## src/rtl/mux8x1_rr_pkg.sv

```systemverilog
// Lane encoding shared by the 8:1 round-robin mux and its 1x8 demux peer.
// Both sides must agree on lane count and select width.
package mux8x1_rr_pkg;
  localparam int LANES = 8;
  localparam int SEL_W = 3;

  typedef logic [SEL_W-1:0] lane_t;
  typedef logic [LANES-1:0] lane_vec_t;

  function automatic lane_t lane_next(lane_t l);
    return l + lane_t'(1);
  endfunction
endpackage

```

## src/rtl/mux8x1_rr_if.sv

```systemverilog
// Lane-side and output-side valid/ready bundle of the 8:1 mux.
// slave is the mux view, master is the driver/consumer view.
interface mux8x1_rr_if
  import mux8x1_rr_pkg::*;
#(
  parameter int WIDTH = 8
) ();
  lane_vec_t              in_valid;
  logic [LANES*WIDTH-1:0] in_data;
  lane_vec_t              in_ready;
  logic                   out_valid;
  logic [WIDTH-1:0]       out_data;
  lane_t                  out_sel;
  logic                   out_ready;

  modport slave (
    input  in_valid,
    input  in_data,
    input  out_ready,
    output in_ready,
    output out_valid,
    output out_data,
    output out_sel
  );

  modport master (
    output in_valid,
    output in_data,
    output out_ready,
    input  in_ready,
    input  out_valid,
    input  out_data,
    input  out_sel
  );
endinterface

```

## src/rtl/mux8x1_rr_arbiter.sv

```systemverilog
// Round-robin request picker: first requester at or after ptr wins.
// Pure combinational; the caller owns the pointer.
module rr_arbiter8
  import mux8x1_rr_pkg::*;
(
  input  lane_vec_t req_i,
  input  lane_t     ptr_i,
  output lane_vec_t grant_o,
  output lane_t     gidx_o,
  output logic      any_o
);
  always_comb begin
    gidx_o = '0;
    any_o  = 1'b0;
    // Walk from the far end so the closest offset overwrites last.
    for (int off = LANES - 1; off >= 0; off--) begin
      if (req_i[ptr_i + lane_t'(off)]) begin
        gidx_o = ptr_i + lane_t'(off);
        any_o  = 1'b1;
      end
    end
    grant_o = any_o ? (lane_vec_t'(1) << gidx_o) : '0;
  end
endmodule

```

## src/rtl/mux8x1_rr.sv

```systemverilog
// Eight-lane round-robin merge onto one registered, lane-tagged stream.
// Holds the output register, the priority pointer and in_ready gating.
module mux8x1_rr
  import mux8x1_rr_pkg::*;
#(
  parameter int WIDTH = 8
) (
  input logic         clk,
  input logic         rst,
  mux8x1_rr_if.slave  bus
);
  logic             out_valid_q, out_valid_d;
  logic [WIDTH-1:0] out_data_q, out_data_d;
  lane_t            out_sel_q, out_sel_d;
  lane_t            ptr_q, ptr_d;

  lane_vec_t grant;
  lane_t     gidx;
  logic      any;
  logic      can_load;
  logic      xfer;

  rr_arbiter8 u_arb (
    .req_i   (bus.in_valid),
    .ptr_i   (ptr_q),
    .grant_o (grant),
    .gidx_o  (gidx),
    .any_o   (any)
  );

  assign can_load = !out_valid_q || bus.out_ready;
  assign xfer     = any && can_load && !rst;

  assign bus.in_ready  = xfer ? grant : '0;
  assign bus.out_valid = out_valid_q;
  assign bus.out_data  = out_data_q;
  assign bus.out_sel   = out_sel_q;

  always_comb begin
    out_valid_d = out_valid_q;
    out_data_d  = out_data_q;
    out_sel_d   = out_sel_q;
    ptr_d       = ptr_q;
    if (xfer) begin
      out_valid_d = 1'b1;
      out_data_d  = bus.in_data[gidx*WIDTH +: WIDTH];
      out_sel_d   = gidx;
      ptr_d       = lane_next(gidx);
    end else if (bus.out_ready) begin
      out_valid_d = 1'b0;
    end
  end

  always_ff @(posedge clk) begin
    if (rst) begin
      out_valid_q <= 1'b0;
      out_data_q  <= '0;
      out_sel_q   <= '0;
      ptr_q       <= '0;
    end else begin
      out_valid_q <= out_valid_d;
      out_data_q  <= out_data_d;
      out_sel_q   <= out_sel_d;
      ptr_q       <= ptr_d;
    end
  end
endmodule
```

## src/flat_wrapper.sv

```systemverilog
// flat-port wrapper written by rule: the top's interface ports become plain ports
module mux8x1_rr_flat import mux8x1_rr_pkg::*;
#(
  parameter int WIDTH = 8
)
  (clk, rst, bus_in_valid, bus_in_data, bus_out_ready, bus_in_ready, bus_out_valid, bus_out_data, bus_out_sel);
  mux8x1_rr_if #(.WIDTH(WIDTH)) bus_i ();
  input logic clk;
  input logic rst;
  input wire logic [$bits(bus_i.in_valid)-1:0] bus_in_valid;
  input wire logic [$bits(bus_i.in_data)-1:0] bus_in_data;
  input wire logic [$bits(bus_i.out_ready)-1:0] bus_out_ready;
  output wire logic [$bits(bus_i.in_ready)-1:0] bus_in_ready;
  output wire logic [$bits(bus_i.out_valid)-1:0] bus_out_valid;
  output wire logic [$bits(bus_i.out_data)-1:0] bus_out_data;
  output wire logic [$bits(bus_i.out_sel)-1:0] bus_out_sel;
  assign bus_i.in_valid = bus_in_valid;
  assign bus_i.in_data = bus_in_data;
  assign bus_i.out_ready = bus_out_ready;
  assign bus_in_ready = bus_i.in_ready;
  assign bus_out_valid = bus_i.out_valid;
  assign bus_out_data = bus_i.out_data;
  assign bus_out_sel = bus_i.out_sel;
  mux8x1_rr #(.WIDTH(WIDTH)) u_core (.clk(clk), .rst(rst), .bus(bus_i));
endmodule
```

## config.mk

```make
export PLATFORM = sky130hd
export DESIGN_NAME = mux8x1_rr_flat
export DESIGN_NICKNAME = d
export VERILOG_FILES = /design/src/rtl/mux8x1_rr_pkg.sv /design/src/rtl/mux8x1_rr_if.sv /design/src/rtl/mux8x1_rr_arbiter.sv /design/src/rtl/mux8x1_rr.sv /design/src/flat_wrapper.sv
export SDC_FILE = /design/constraint.sdc
export NUM_CORES = 1
export LEC_CHECK = 0
export CORE_MARGIN = 10
export CORE_UTILIZATION = 25
export CTS_BUF_LIST = sky130_fd_sc_hd__clkbuf_2 sky130_fd_sc_hd__clkbuf_4 sky130_fd_sc_hd__clkbuf_8
export CTS_CLUSTER_SIZE = 12
export DETAILED_ROUTE_END_ITERATION = 12
export SLEW_MARGIN = 15
export SYNTH_ARGS = -nofsm -noshare
export SYNTH_HDL_FRONTEND = slang
export SYNTH_SLANG_ARGS = --single-unit
```

## constraint.sdc

```tcl
create_clock -name clk -period 5.1 [get_ports clk]
set_input_delay 0.765 -clock clk [delete_from_list [all_inputs] [get_ports clk]]
set_output_delay 0.765 -clock clk [all_outputs]
set_load 0.1 [all_outputs]
```

# Word-level counts from Yosys, hierarchy flattened
# Index checks and enable logic that the tools add are counted.
[word_totals]
out_inout_bits = 20
elab_cells = 64
in_bits = 75
register_bits = 15
[classes]
magnitude_cmp = 8
reduce_logical = 6
n_mux = 36
add_sub_neg = 8
shifts = 2
[op_table]
columns = ["cell", "count"]
rows = [
  ["64-bit by 7-bit variable part select with 8-bit output", 1],
  ["3-bit by 4-bit less-than comparator with 1-bit output, second input constant", 8],
  ["1-bit binary-select mux with 3-bit select", 8],
  ["3-bit 2-to-1 mux", 8],
  ["1-bit 2-to-1 mux", 18],
  ["8-bit 2-to-1 mux", 2],
  ["3-bit adder, second input constant", 4],
  ["1-bit by 3-bit left shift with 8-bit output, first input constant", 1],
  ["3-bit by 1-bit adder with 3-bit output, second input constant", 2],
  ["3-bit by 2-bit adder with 3-bit output, second input constant", 2],
  ["1-bit logical AND", 2],
  ["1-bit logical NOT", 2],
  ["2-bit nonzero test", 1],
  ["1-bit logical OR", 1],
]

# Depth between registers and ports, before layout
# Gate-level depths: netlist of the first run.
[depth]
depth_word = 14
mapped_depth = 16
depth_no_buf = 12

# Modules after synthesis
# A second synthesis of the first run with hierarchy kept.
[unflattened]
hier_cells = 265
area_unflattened_um2 = 2359.8
[modules_own_cells]
columns = ["mod", "seq_area_each_um2", "area_per_inst_um2", "instances", "cells_each"]
rows = [
  ["mux8x1_rr", 300.3, 1231.2, 1, 135],
  ["rr_arbiter8", 0.0, 1128.6, 1, 130],
]

# Worst setup path before layout of the first run
# Ideal clock, no wire load.
[synth_timing]
kind = "flip-flop to output port"
start = "register u_core.ptr_q[1]"
end = "output port bus_in_ready[4]"
path_slack_ns = -0.701
required_time_ns = 4.335
n_path_buf = 4
path_stages_with_launch = 14
arrival_time_ns = 5.036
cell_sequence = "dfxtp_1 -> buf_2 -> inv_1 -> ha_1 -> buf_2 -> buf_2 -> mux2i_1 -> mux4_2 -> nand4_1 -> nor2_1 -> nor3_2 -> clkbuf_1 -> nand2_1 -> nor3_1"
[synth_via]
elab_chain_len = 14
elab_cells_between_ends = 44
classes_between = "add/sub (7); shift (1); mux (34); reduce/logical (2)"
[synth_lines]
columns = ["item", "line", "text"]
rows = [
  ["start: declaration", "mux8x1_rr.sv:15", "lane_t ptr_q, ptr_d;"],
  ["start signal: assignment", "mux8x1_rr.sv:64", "ptr_q <= ptr_d;"],
  ["3-bit adder", "mux8x1_rr_arbiter.sv:17, mux8x1_rr_arbiter.sv:18", ""],
  ["1-bit binary-select mux with 3-bit select", "mux8x1_rr_arbiter.sv:17", "if (req_i[ptr_i + lane_t'(off)]) begin"],
  ["1-bit 2-to-1 mux (not written as such)", "mux8x1_rr_arbiter.sv:17", ""],
  ["3-bit 2-to-1 mux / 1-bit 2-to-1 mux (equally long branches) (8 in a row)", "mux8x1_rr_arbiter.sv:17", ""],
  ["1-bit by 3-bit left shift with 8-bit output / 1-bit logical AND (equally long branches)", "mux8x1_rr_arbiter.sv:22, mux8x1_rr.sv:32", ""],
  ["8-bit 2-to-1 mux / 1-bit logical AND (equally long branches)", "mux8x1_rr_arbiter.sv:22, mux8x1_rr.sv:32", ""],
  ["8-bit 2-to-1 mux (*)", "mux8x1_rr.sv:34", "assign bus.in_ready = xfer ? grant : '0;"],
  ["end: declaration", "flat_wrapper.sv:13", "output wire logic [$bits(bus_i.in_ready)-1:0] bus_in_ready;"],
]
# Mark *: on every way between the ends. The rest lies on a longest branch, timed or not. The select of a mux whose other input is x is not followed.

# Final worst setup path of the first run
[layout_timing]
start = "register u_core.ptr_q[0]"
end = "output port bus_in_ready[6]"
# Same word-level chain as after synthesis.

==> metrics.csv, run 1 <==
stage;metric;value;unit
clock_network;clk_lat worst skew;0.25;ns
grt;largest net degree at the start of global routing;19;
layout;Ant. Diodes;0;
grt;first-pass GRT wire length;11610;um
placed_design;HPWL Detailed;6177;um
sta;Slew @ Worst Pin;1.025;ns
routing;Vias;2198;
routing;DRC viols;0;
clock_network;Setup Fix Bufs, Post-CTS;0;
clock_network;Max Buffers Root-to-Sink;2;
placed_design;Port Buffers;94;
die;Die Ht;111.8;um
worst_setup_path;WS Path Type;flop to primary output;
layout;layout cell share with drive strength beyond 1;15.26;%
logic_synthesis;number of synthesized flops with an enable pin;0;
worst_setup_path;slowest cell on the critical path;ha_1;
clock_network;hold buffers post-CTS;0;
sta;Final Hold Fails;0;
die;I/O Pins;95;
die;DIE WIDTH;111.8;um
sta;maximum clock rate;208.4;MHz
clock_network;CTS tree;built;
worst_setup_path;critical-path maximum fanout;16;
min_path;HP Class;flop to flop;
logic_synthesis;sequential share of the synthesized area;14.27;%
logic_synthesis;syn avg cell area;9.110;um2
logic_synthesis;Primary FF master, synth;dfxtp_1;
grt;GRT overflow;0;
sta;Tmin final;4.799;ns
logic_synthesis;post-synth cell types;54;
sta;endpoints failing setup;0;
sta;Fin Setup TNS;0;ns
worst_setup_path;crit path DAT;4.03;ns
die;core area;0.008217;mm2
routing;post-route ant nets;0;
worst_setup_path;max incr delay on CP;0.72;ns
die;Row Count;33;
sta;RSZ-0062 raised after global routing;false;
sta;Slew Viols, Final;0;
worst_setup_path;data required time of the worst path;4.34;ns
routing;Routed WL per cell;17.53;um
logic_synthesis;async set-or-reset flop fraction in the synthesized netlist;0;%
logic_synthesis;Syn Std Cell Area;0.002105;mm2
sta;clock skew;0.001768;ns
die;Initial Utilization;25.61;%
run_status;status;finished, final reports clean;
routing;DR pass1 iterations;6;
routing;DRT iter0 DRCs;204;
sta;Final period util;94.10;%
sta;max_slew headroom;31.44;%
grt;vias in the first global route;2167;
logic_synthesis;Synth Register Bits;15;
routing;wirelength, routed;7469;um
clock_network;Root Driver;clkbuf_8;
clock_network;CTS Sinks;15;
clock_network;Num CTS Buffers;3;
logic_synthesis;YS warnings;0;
grt;initial antenna violation count;0;
flow_run;maxcap violations;0;
layout;Area growth syn-to-layout;55.17;%
placed_design;GP Congestion;0.8209;
worst_setup_path;Critical Path Start Type;flop;
grt;total track usage;10.96;%
layout;Final Cell Area;0.003266;mm2
clock_network;H-tree depth;1;
clock_network;clock slew at reported path FFs;0.06;ns
die;full die area;0.01249;mm2
worst_setup_path;CP endpoint kind;primary output;
worst_setup_path;crit-path cells;inv_1 -> ha_1 -> mux2_1 -> mux4_2 -> o32a_1 -> o31ai_1 -> a221oi_1 -> a211oi_2 -> o21ai_0 -> nor2_1 -> buf_12;
routing;Via-to-Cell Ratio;5.160;
logic_synthesis;syn_nets;309;
layout;final net count;400;
placed_design;placed cell area;0.003211;mm2
logic_synthesis;Cells after Synth;231;
[Yosys cell counts, drive strengths merged, types with 6 or more instances]
library cell  instances  share of area (%)
mux2                 10                5.5
buf                  12                5.0
nor3                  6                1.7
a21oi                 8                1.9
inv                   8                1.4
mux2i                38                 18
dfxtp                15                 14
a311oi                9                3.7
mux4                 14                 16
nand2                24                4.6
o22a                  8                3.3
nor2                 19                3.7
[final timing paths]
path / from / end / slack, ns / cells after the start
max: u_core.ptr_q[0] / bus_in_ready[6] / 0.30 / 11
min reg2reg: u_core.bus.out_data[2] / u_core.bus.out_data[2] / 0.50 / 2
max reg2reg: u_core.ptr_q[0] / u_core.bus.out_data[7] / 1.00 / 12
min: u_core.bus.out_data[2] / u_core.bus.out_data[2] / 0.50 / 2
[critical path: cells and delay by family, from the launching register on]
kind,cells,cell delay [ns]
flops,1,0.33
simple gates,1,0.25
compound gates,5,1.24
mux,2,0.91
buf+inv,2,0.32
fa+ha+maj,1,0.72
[sequential cells by signal, summed over array words and instances (netlist names)]
register and count:
u_core.ptr_q 3, u_core.bus.out_valid 1, u_core.bus.out_sel 3, u_core.bus.out_data 8
[per-stage QoR]
stage               std cells  setup slack (ns)  hold WS, ns  utilization (%)
floorplan                 231           -0.1455       0.6547                -
global placement          422            0.4303       0.4798            39.07
detailed placement        422            0.3581       0.4928            39.07
CTS                       426            0.2634       0.5037            39.67
global route              426           0.04832       0.5166            39.74
finish                    426            0.3007       0.4988            39.74
[what timing repair did]
item / in CTS / in global routing
setup endpoints to repair: 0 / 4
endpoints found under the hold margin: 0 / 0
gates resized for setup: 0 / 1
[layout by cell type (no fill, tap or decap), types with 2 or more instances in the layout]
cell type        instances
nor3_2                   2
mux2_1                   2
xor2_1                   3
mux4_1                   3
and2_1                   2
ha_1                     3
a22o_1                   2
o21ai_0                  3
xnor2_1                  3
buf_12                   8
mux4_2                  11
o22a_1                   8
dfxtp_1                 15
nand3_1                  5
nand2_1                 23
inv_1                    7
o32a_1                   3
clkbuf_8                 3
buf_4                    9
o31ai_1                  3
mux2i_1                 38
nor3_1                   3
nor2_1                  18
a21oi_1                  8
clkdlybuf4s50_1         86
mux2_2                   7
nand2b_1                 3
o211ai_1                 5
a31oi_1                  3
a311oi_1                 9
[logic make-up after synthesis]
logic type / share of synthesized area, %
mux: 39.12
xor+xnor: 2.497
flops: 14.27
simple gates: 14.21
fa+ha+maj: 1.784
buf+inv: 7.312
compound gates: 20.81
[metal layers]
layer / share of wire [%] / wire length (um) / global-route usage [%] / up-vias
met4: 0.76 / 57 / 1.542 / 0
li1: - / - / - / 1081
met1: 41 / 3038 / 13.08 / 1050
met5: 0 / 0 / 0 / -
met2: 55 / 4086 / 20.28 / 62
met3: 3.8 / 287 / 1.825 / 5
[cell type report]
| class | instances | area (um2) |
|---|---|---|
| clock buffer | 4 | 48.80 |
| fill | 821 | 4951 |
| inverter | 8 | 30.03 |
| multi-input combinational | 191 | 1667 |
| sequential | 15 | 300.3 |
| tap | 105 | 131.4 |
| timing repair buffer | 103 | 1089 |
Power of run 1 is not shown: default switching activity piles up to over one toggle a cycle in this logic, so the estimate is an artifact.
==> run 2, diff against run 1 <==
--- a/config.mk
+++ b/config.mk
@@ -5,6 +5,7 @@
 export SDC_FILE = /design/constraint.sdc
 export NUM_CORES = 1
 export LEC_CHECK = 0
+export ABC_AREA = 1
 export CORE_MARGIN = 10
 export CORE_UTILIZATION = 25
 export CTS_BUF_LIST = sky130_fd_sc_hd__clkbuf_2 sky130_fd_sc_hd__clkbuf_4 sky130_fd_sc_hd__clkbuf_8
==> constraint.sdc (replaced) <==
create_clock -name clk -period 4.5 [get_ports clk]
set_input_delay 0.675 -clock clk [delete_from_list [all_inputs] [get_ports clk]]
set_output_delay 0.675 -clock clk [all_outputs]
set_load 0.1 [all_outputs]
==> run 2 against run 1 <==
First-iteration DRC count shrank 2.5%. Clock-buffer cell count down 1. Area after synthesis fell by 2.0%. Design area shrank 3.2%. Critical endpoint is now bus_in_ready[7]. Setup slack gained 0.038 ns. Core utilization fell by 0.89 points. Clock skew up 0.0054 ns. Sequential share of layout area up 0.31 points.
==> metrics.csv, run 2 <==
stage;metric;value;unit;change
run_status;status;finished, final reports clean;;unchanged
worst_setup_path;CP endpoint kind;primary output;;unchanged
logic_synthesis;sequential share of the synthesized area;14.56;%;was 14.27%
sta;Slew @ Worst Pin;1.024;ns;was 1.025 ns
sta;maximum clock rate;240.3;MHz;
layout;sequential cell area;300.3;um2;unchanged
worst_setup_path;crit-path cells;inv_4 -> ha_1 -> inv_2 -> nand3_1 -> nand3_1 -> nand2_1 -> inv_2 -> nand2_1 -> nand2_1 -> nand2_1 -> nand2_1 -> nand2_1 -> nand2_1 -> nand2_4 -> nand2_8 -> inv_1 -> nor2_1 -> ha_1 -> inv_1 -> nor2_1 -> buf_12;;was inv_1 -> ha_1 -> mux2_1 -> mux4_2 -> o32a_1 -> o31ai_1 -> a221oi_1 -> a211oi_2 -> o21ai_0 -> nor2_1 -> buf_12
worst_setup_path;CP startpoint;u_core.ptr_q[1];;was u_core.ptr_q[0]
clock_network;CTS Sinks;15;;unchanged
worst_setup_path;slowest cell on the critical path;dfxtp_1;;was ha_1
min_path;HP Class;flop to flop;;unchanged
logic_synthesis;Syn Std Cell Area;0.002062;mm2;was 0.002105 mm2
layout;final net count;558;;was 400
logic_synthesis;YS warnings;0;;unchanged
clock_network;Setup Fix Bufs, Post-CTS;0;;unchanged
layout;commonest cells after routing, fill and taps aside;202 x nand2_1, 86 x clkdlybuf4s50_1, 72 x nand3_1;;was 86 x clkdlybuf4s50_1, 38 x mux2i_1, 23 x nand2_1
worst_setup_path;Buffers & Inverters on Critical Path;6;;was 2
sta;RSZ-0062 raised after global routing;false;;unchanged
clock_network;Max Buffers Root-to-Sink;2;;unchanged
clock_network;Root Driver;clkbuf_8;;unchanged
layout;Ant. Diodes;0;;unchanged
die;Die Ht;110.8;um;was 111.8 um
grt;vias in the first global route;2636;;was 2,167
clock_network;number of gates resized after CTS;0;;unchanged
worst_setup_path;FF-to-FF End;u_core.bus.out_data[0];;was u_core.bus.out_data[7]
flow_run;maxcap violations;0;;unchanged
die;I/O Pins;95;;unchanged
sta;clock skew;0.007195;ns;was 0.001768 ns
clock_network;Num CTS Buffers;3;;unchanged
worst_setup_path;RR Startpoint;u_core.ptr_q[1];;was u_core.ptr_q[0]
sta;max_slew headroom;31.53;%;was 31.44%
worst_setup_path;R2R Setup Slk;1.11;ns;was 1.00 ns
logic_synthesis;number of synthesized flops with an enable pin;0;;unchanged
logic_synthesis;most common cell in the synthesized netlist;nand2_1;;was mux2i_1
logic_synthesis;synth top area cells;nand2_1 37%, nand3_1 17%, dfxtp_1 15%;;was mux2i_1 18%, dfxtp_1 14%, mux4_2 12%
clock_network;clk_lat worst skew;0.25;ns;about the same
worst_setup_path;CP Depth;21;;was 11
layout;max FFs per register;8;;unchanged
routing;Vias;2697;;was 2,198
logic_synthesis;async set-or-reset flop fraction in the synthesized netlist;0;%;unchanged
grt;initial antenna violation count;0;;unchanged
logic_synthesis;syn_nets;472;;was 309
routing;DRC viols;0;;unchanged
worst_setup_path;CP dominant cell by count;nand2_1;;
die;Initial Utilization;25.35;%;was 25.61%
placed_design;Port Buffers;94;;unchanged
placed_design;HPWL Detailed;6376;um;was 6177 um
routing;Via-to-Cell Ratio;4.618;;was 5.160
logic_synthesis;top cell type by total area after synthesis;nand2_1;;was mux2i_1
worst_setup_path;max incr delay on CP;0.60;ns;was 0.72 ns
layout;Multi-input gate area;0.001506;mm2;was 0.001667 mm2
placed_design;GP Congestion;0.8922;;was 0.8209
clock_network;H-tree depth;1;;unchanged
worst_setup_path;Critical Path Start Type;flop;;unchanged
worst_setup_path;crit path DAT;3.49;ns;was 4.03 ns
grt;first-pass GRT wire length;12680;um;was 11,610 um
die;DIE WIDTH;110.8;um;was 111.8 um
sta;Final period util;92.48;%;
sta;endpoints failing setup;0;;unchanged
sta;Final Hold Fails;0;;unchanged
sta;Slew Viols, Final;0;;unchanged
worst_setup_path;WS Path Type;flop to primary output;;unchanged
layout;layout cell share with drive strength beyond 1;9.812;%;was 15.26%
layout;Area growth syn-to-layout;53.28;%;was 55.17%
layout;commonest non-fill, non-tap cell in the layout;nand2_1;;was clkdlybuf4s50_1
clock_network;CTS tree;built;;unchanged
die;Row Count;33;;unchanged
sta;Fin Setup TNS;0;ns;unchanged
logic_synthesis;syn avg cell area;5.233;um2;was 9.110 um2
worst_setup_path;cell family with most CP delay;simple AND/OR/NAND/NOR gates;;was compound AO/OA/AOI/OAI gates
clock_network;clock slew at reported path FFs;0.07;ns;was 0.06 ns
clock_network;hold buffers post-CTS;0;;unchanged
grt;total track usage;11.93;%;was 10.96%
grt;largest net degree at the start of global routing;34;;was 19
routing;post-route ant nets;0;;unchanged
logic_synthesis;post-synth cell types;24;;was 54
routing;Routed WL per cell;13.22;um;was 17.53 um
die;full die area;0.01228;mm2;was 0.01249 mm2
layout;# fillers;903;;was 821
logic_synthesis;Primary FF master, synth;dfxtp_1;;unchanged
routing;DRT iter0 DRCs;199;;was 204
worst_setup_path;worst setup path endpoint;bus_in_ready[7];;was bus_in_ready[6]
logic_synthesis;Yosys top cell area share;36.77;%;was 18.07%
worst_setup_path;critical-path maximum fanout;33;;was 16
logic_synthesis;Cells after Synth;394;;was 231
worst_setup_path;data required time of the worst path;3.83;ns;was 4.34 ns
worst_setup_path;cell count of the worst reg-to-reg path;24;;was 12
routing;wirelength, routed;7722;um;was 7469 um
sta;Tmin final;4.161;ns;
routing;DR pass1 iterations;4;;was 6
logic_synthesis;Synth Register Bits;15;;unchanged
grt;GRT overflow;0;;unchanged
die;core area;0.008134;mm2;was 0.008217 mm2
logic_synthesis;Post-synth top cells;202 x nand2_1, 72 x nand3_1, 20 x inv_1;;was 38 x mux2i_1, 23 x nand2_1, 18 x nor2_1
run 2: changes by cell type after synthesis, moves of 8 or more:
cell and change:
inv_2 +12, a311oi_1 -9, nand2_1 +179, mux2i_1 -38, o22a_1 -8, mux4_2 -11
inv_1 +13, nand3_1 +67
run 2: how the worst min path moves through the flow:
stage | start | end | slack (ns) | cells after the start
after CTS | u_core.bus.out_sel[0] | u_core.bus.out_sel[0] | 0.49 | 2
after global routing | u_core.bus.out_sel[0] | u_core.bus.out_sel[0] | 0.51 | 2
after detailed placement | u_core.bus.out_sel[0] | u_core.bus.out_sel[0] | 0.47 | 2
after global placement | u_core.bus.out_sel[0] | u_core.bus.out_sel[0] | 0.47 | 2
after floorplan | u_core.ptr_q[2] | u_core.ptr_q[2] | 0.54 | 2
final | u_core.bus.out_sel[0] | u_core.bus.out_sel[0] | 0.48 | 2
run 2: kinds of logic after synthesis:
group	synth area share [%]
fa+ha+maj	1.821
buf+inv	12.38
xor+xnor	0.4248
simple gates	65.78
flops	14.56
compound gates	5.036
run 2: per-stage QoR:
| step | hold WS, ns | instance area [um2] | util [%] | setup slack, ns | cells |
|---|---|---|---|---|---|
| detailed placement | 0.4706 | 3112 | 38.26 | 0.5945 | 580 |
| CTS | 0.4894 | 3161 | 38.86 | 0.3109 | 584 |
| floorplan | 0.5412 | 2062 | - | 0.3257 | 394 |
| finish | 0.4849 | 3161 | 38.86 | 0.3385 | 584 |
| global route | 0.5116 | 3161 | 38.86 | 0.03009 | 584 |
| global placement | 0.4685 | 3112 | 38.26 | 0.5798 | 580 |
run 2: cell type report:
type,count,area share (%)
sequential,15,9.501
multi-input combinational,329,47.66
inverter,34,4.117
clock inverter,1,0.2375
tap,105,4.157
timing repair buffer,97,33.02
clock buffer,3,1.306
run 2: routing by layer:
| layer | wire length, um | track usage, % |
|---|---|---|
| met5 | 0 | 0 |
| met2 | 4025 | 22.09 |
| met1 | 3250 | 13.83 |
| met3 | 433 | 3.139 |
| met4 | 12 | 0.7813 |
run 2: worst min-delay path: cells and delay by family, from the launching register on:
kind	cells	cell delay [ns]
AND/OR/NAND/NOR	1	0.06
flip-flops	1	0.32
AO/OA/AOI/OAI	1	0.06
Power of run 2 is left out for the same reason.
